===== src/rtl/ims1420_ctrl.sv =====
// Byte-wide valid/ready front end for one IMS1420 4K x 4 SRAM.
// Each byte access becomes a low-nibble then high-nibble access; the SRAM can be zero-filled after reset.
module ims1420_ctrl #(
    parameter int ADDR_W         = 12,
    parameter bit CLEAR_ON_RESET = 1'b1
) (
    input  logic              clk,
    input  logic              rst_b,
    input  logic              req_valid,
    output logic              req_ready,
    input  logic              req_we,
    input  logic [ADDR_W-2:0] req_addr,
    input  logic [7:0]        req_wdata,
    output logic              rsp_valid,
    output logic [7:0]        rsp_rdata,
    output logic              init_done,
    output logic [ADDR_W-1:0] sram_addr,
    output logic [3:0]        sram_wdata,
    input  logic [3:0]        sram_rdata,
    output logic              sram_we_b,
    output logic              sram_e_b
);

    // state | meaning
    // CLEAR | zero-fill, one nibble write per cycle
    // IDLE  | SRAM idle, request port open
    // LO    | low nibble access at {A,0}
    // HI    | high nibble access at {A,1}
    typedef enum logic [1:0] {CLEAR, IDLE, LO, HI} state_t;

    localparam state_t RESET_STATE = CLEAR_ON_RESET ? CLEAR : IDLE;
    localparam logic [ADDR_W-1:0] CNT_ONE = {{(ADDR_W-1){1'b0}}, 1'b1};

    state_t state, state_nxt;

    logic [ADDR_W-1:0] cnt, cnt_d;
    logic              we_q, we_d;
    logic [ADDR_W-2:0] addr_q, addr_d;
    logic [7:0]        wdata_q, wdata_d;
    logic [3:0]        rdata_lo, rdata_lo_d;

    logic              rsp_valid_d;
    logic [7:0]        rsp_rdata_d;
    logic              init_done_d;
    logic [ADDR_W-1:0] sram_addr_d;
    logic [3:0]        sram_wdata_d;
    logic              sram_we_b_d;
    logic              sram_e_b_d;

    logic accept;
    logic clr_last;

    // init_done gates ready so the port stays closed through reset even when no clear runs
    assign req_ready = (state == IDLE) && init_done;
    assign accept    = req_valid && req_ready;
    // the write to the top nibble address is in flight during this cycle
    assign clr_last  = !sram_e_b && (&sram_addr);

    always_ff @(posedge clk or negedge rst_b) begin
        if (!rst_b) begin
            state <= RESET_STATE;
        end else begin
            state <= state_nxt;
        end
    end

    always_comb begin
        state_nxt = state;
        unique case (state)
            CLEAR: if (clr_last) state_nxt = IDLE;
            IDLE:  if (accept) state_nxt = LO;
            LO:    state_nxt = HI;
            HI:    state_nxt = IDLE;
            default: state_nxt = RESET_STATE;
        endcase
    end

    always_comb begin
        cnt_d        = cnt;
        we_d         = we_q;
        addr_d       = addr_q;
        wdata_d      = wdata_q;
        rdata_lo_d   = rdata_lo;
        rsp_valid_d  = 1'b0;
        rsp_rdata_d  = rsp_rdata;
        init_done_d  = init_done;
        sram_addr_d  = sram_addr;
        sram_wdata_d = sram_wdata;
        sram_we_b_d  = 1'b1;
        sram_e_b_d   = 1'b1;
        unique case (state)
            CLEAR: begin
                if (clr_last) begin
                    init_done_d = 1'b1;
                end else begin
                    sram_addr_d  = cnt;
                    sram_wdata_d = 4'h0;
                    sram_we_b_d  = 1'b0;
                    sram_e_b_d   = 1'b0;
                    cnt_d        = cnt + CNT_ONE;
                end
            end
            IDLE: begin
                init_done_d = 1'b1;
                if (accept) begin
                    we_d         = req_we;
                    addr_d       = req_addr;
                    wdata_d      = req_wdata;
                    sram_addr_d  = {req_addr, 1'b0};
                    sram_wdata_d = req_wdata[3:0];
                    sram_we_b_d  = ~req_we;
                    sram_e_b_d   = 1'b0;
                end
            end
            LO: begin
                rdata_lo_d   = sram_rdata;
                sram_addr_d  = {addr_q, 1'b1};
                sram_wdata_d = wdata_q[7:4];
                sram_we_b_d  = ~we_q;
                sram_e_b_d   = 1'b0;
            end
            HI: begin
                if (!we_q) begin
                    rsp_valid_d = 1'b1;
                    rsp_rdata_d = {sram_rdata, rdata_lo};
                end
            end
            default: ;
        endcase
    end

    always_ff @(posedge clk or negedge rst_b) begin
        if (!rst_b) begin
            cnt        <= '0;
            we_q       <= 1'b0;
            addr_q     <= '0;
            wdata_q    <= 8'h00;
            rdata_lo   <= 4'h0;
            rsp_valid  <= 1'b0;
            rsp_rdata  <= 8'h00;
            init_done  <= 1'b0;
            sram_addr  <= '0;
            sram_wdata <= 4'h0;
            sram_we_b  <= 1'b1;
            sram_e_b   <= 1'b1;
        end else begin
            cnt        <= cnt_d;
            we_q       <= we_d;
            addr_q     <= addr_d;
            wdata_q    <= wdata_d;
            rdata_lo   <= rdata_lo_d;
            rsp_valid  <= rsp_valid_d;
            rsp_rdata  <= rsp_rdata_d;
            init_done  <= init_done_d;
            sram_addr  <= sram_addr_d;
            sram_wdata <= sram_wdata_d;
            sram_we_b  <= sram_we_b_d;
            sram_e_b   <= sram_e_b_d;
        end
    end

endmodule

===== config.mk =====
export PLATFORM = sky130hd
export DESIGN_NAME = ims1420_ctrl
export DESIGN_NICKNAME = d
export VERILOG_FILES = /design/src/rtl/ims1420_ctrl.sv
export SDC_FILE = /design/constraint.sdc
export NUM_CORES = 1
export LEC_CHECK = 0
export CAP_MARGIN = 10
export CORE_UTILIZATION = 30
export DETAILED_ROUTE_END_ITERATION = 8
export PLACE_DENSITY = 0.61
export SYNTH_ARGS = -nofsm -noshare
export SYNTH_HDL_FRONTEND = slang
export SYNTH_SLANG_ARGS = --single-unit

===== constraint.sdc =====
create_clock -name clk -period 2.22 [get_ports clk]
set_input_delay 0.555 -clock clk [delete_from_list [all_inputs] [get_ports clk]]
set_output_delay 0.555 -clock clk [all_outputs]
set_load 0.03 [all_outputs]

==> reports/qor.yml <==
timing:
  fmax_mhz: 471.2
  finalCritPeriodShare_pct: 95.59
  relSlewSlack_pct: 61.14
  setup_ws_ns: 0.09789
  rsz0062_at_grt: "false"
  finalSetupTns_ns: 0
  hold_viol: 0
  slew_violations: 0
  worstMarginPinSlew_ns: 0.5829
  period_minus_slack_ns: 2.122
  skew_ns: 0.01141
  setup_viol: 0
layout:
  diodes: 0
  syn2layout_area_growth_pct: 30.36
  fin_nets: 326
  multi_input_area_sq_um: 1286
  drive_gt1_share_pct: 27.61
  n_fill_cell: 919
  design_area_sq_um: 3825
  ff_latch_area_sq_um: 1554
cts:
  clk_pin_slew_ns: 0.08
  cts_sinks: 62
  cts_buffers: 9
  cts_tree: "built"
  clkLatencyLatePin_ns: 0.34
  cts-resized-gates: 0
  cts_setup_buffers: 0
  clk_path_buf_depth: 2
  htreeDepth: 3
  cts_root_buf: "clkbuf_8"
  holdBufCountCts: 0
route:
  dr_wl_met3_um: 328
  dr_wl_met2_um: 2677
  topRoutingLayerUsed: "met4"
  detail-route-antenna-nets: 0
  routed_wl_um: 6261
  drtIter0Drc: 89
  met1_length_um: 3199
  routed_via_density: 4.646
  dr.pass1.iters: 4
  drc: 0
  route.detailed.wl_per_inst_um: 14.70
  via_count: 1979
setup_path:
  reg2reg_slack_ns: 0.25
  ff2ff_path_depth: 6
  worstPathArrival_ns: 1.57
  cp.required_ns: 1.66
  criticalPathCategory: "reg -> out"
  worst_setup_path_start_kind: "flip-flop"
  crit_path_end_kind: "primary output"
  r2r-start: "state[0]"
  r2r-end: "sram_addr[4]"
  cp_max_fo: 6
grt:
  grt_pass1_wl_um: 10390
  antenna_found_initial: 0
  grt_overflow: 0
  grt_max_degree: 26
  grt_pass1_vias: 2061
  grtUsageTotal_pct: 13.54
synthesis:
  synth_edf_count: 0
  synth_area_per_cell_sq_um: 12.81
  synth-seq-cells: 62
  synth_area_sq_um: 2934
  postSynth.asyncResetShare_pct: 100.0
  synthCells: 229
  synth_warnings: 0
  syn_nets: 263
  ys.flop_type: "dfrtp_1"
  yosys.cell_types.count: 42
  synth_seq_area_share_pct: 52.96
placed_design:
  postPlaceCellArea_sq_um: 3642
  gp_congestion: 0.7750
  place_hpwl_um: 4599
  portBuffers: 55
  pre_cts_slack_ns: 0.1564
outcome:
  run_status: "finished, final reports clean"
floorplan:
  initial_utilization_pct: 31.31
  die_x_um: 100.9
  dieArea_sq_um: 10180
  fp-row-count: 35
  die_y_um: 100.9
  ioPinCount: 56
  fp.coreArea_sq_um: 9371
power_and_ir_drop:
  p_leak_nw: 1.660
  p_per_area_nw_per_um2: 1588
  vdd_ir_drop_max_v: 0.0007253
run:
  cap_violations: 0
hold_path:
  hold_class: "in -> async"
-- worst max-delay path: stages (launching register included) --
cell and delay [ns]:
dfrtp_1 0.42, inv_1 0.14, ha_1 0.35, and2_1 0.18
buf_4 0.15
-- area by class of cell --
| class | count | area share (%) |
|---|---|---|
| Clock buffer | 10 | 3.598 |
| Clock inverter | 6 | 1.178 |
| Inverter | 6 | 0.6542 |
| Multi-Input combinational cell | 150 | 33.63 |
| Sequential cell | 62 | 40.63 |
| Tap cell | 129 | 4.220 |
| Timing Repair Buffer | 63 | 16.09 |
-- routing by layer --
layer,vias up,GRT usage [%]
met5,-,0
met1,960,18.90
met4,0,3.010
met3,4,5.062
met2,57,19.92
li1,958,-
-- state kept, by name, summed over array words and instances (netlist names) --
| register | count |
|---|---|
| rsp_rdata | 8 |
| cnt | 12 |
| sram_addr | 12 |
| we_q | 1 |
| addr_q | 11 |
| wdata_q | 4 |
| sram_wdata | 4 |
| sram_we_b | 1 |
| rdata_lo | 4 |
| init_done | 1 |
| state | 2 |
| rsp_valid | 1 |
| sram_e_b | 1 |
-- cells in the mapped netlist (2+ instances only) --
library cell | instances | share of area [%]
a21oi_1 | 15 | 2.6
nor2_1 | 11 | 1.4
and3_1 | 3 | 0.64
dfstp_2 | 2 | 1.8
nor3_1 | 4 | 0.68
dfrtp_1 | 60 | 51
and2_1 | 4 | 0.85
mux2_2 | 32 | 12
and4_4 | 2 | 0.77
clkbuf_1 | 3 | 0.38
inv_1 | 4 | 0.51
ha_1 | 7 | 3.0
a32o_1 | 4 | 1.4
buf_2 | 6 | 1.0
nand3b_1 | 2 | 0.51
mux2i_1 | 2 | 0.68
nand3_1 | 3 | 0.51
xnor2_1 | 7 | 2.1
nand4_1 | 9 | 1.9
nand2_1 | 7 | 0.90
a22oi_1 | 10 | 2.6
mux2_4 | 10 | 5.1
xor2_1 | 3 | 0.90
-- report_power, final --
part	internal, mW	switching [mW]	total [mW]
logic	1.60	1.60	3.20
clock network	0.438	0.463	0.902
registers	1.64	0.332	1.97
-- through the flow --
stage	power, mW	cells	util [%]	hold slack, ns
floorplan	4.315	229	-	0.2594
detailed placement	5.218	410	38.87	0.4673
global route	6.503	426	40.81	0.2322
finish	6.073	426	40.81	0.2050
CTS	6.129	426	40.81	0.2119
global placement	5.145	410	38.87	0.4609
-- worst max-delay path by stage --
stage | startpoint | to | slack, ns
floorplan | state[1] | req_ready | 0.40
global placement | req_valid | sram_addr[11] | 0.18
detailed placement | req_valid | sram_wdata[3] | 0.16
CTS | state[1] | req_ready | 0.06
global route | state[1] | req_ready | 0.008
finish | state[1] | req_ready | 0.1
-- cell families (layout without fill, tap and decap cells) --
group	after synthesis	after routing	synth area share, %
flip-flops	62	62	52.96
AND/OR/NAND/NOR	54	54	10.96
multiplexers	45	45	18.46
AO/OA/AOI/OAI	33	33	7.889
buffers and inverters	17	85	3.198
XOR/XNOR	11	11	3.540
adder cells (fa/ha/maj)	7	7	2.985
-- cell usage in the layout (no fill, tap or decap), types with 2 or more instances in the layout --
cell             count
dfrtp_1             60
clkdlybuf4s50_1     53
mux2_2              32
a21oi_1             15
nor2_1              11
a22oi_1             10
mux2_4              10
clkbuf_8            10
nand4_1              9
buf_4                8
nand2_1              7
xnor2_1              7
ha_1                 7
inv_1                4
and2_1               4
a32o_1               4
nor3_1               4
and3_1               3
nand3_1              3
xor2_1               3
clkinvlp_4           3
and4_4               2
nand3b_1             2
mux2i_1              2
dfstp_2              2
No activity file was read; power rests on OpenSTA's default activity.
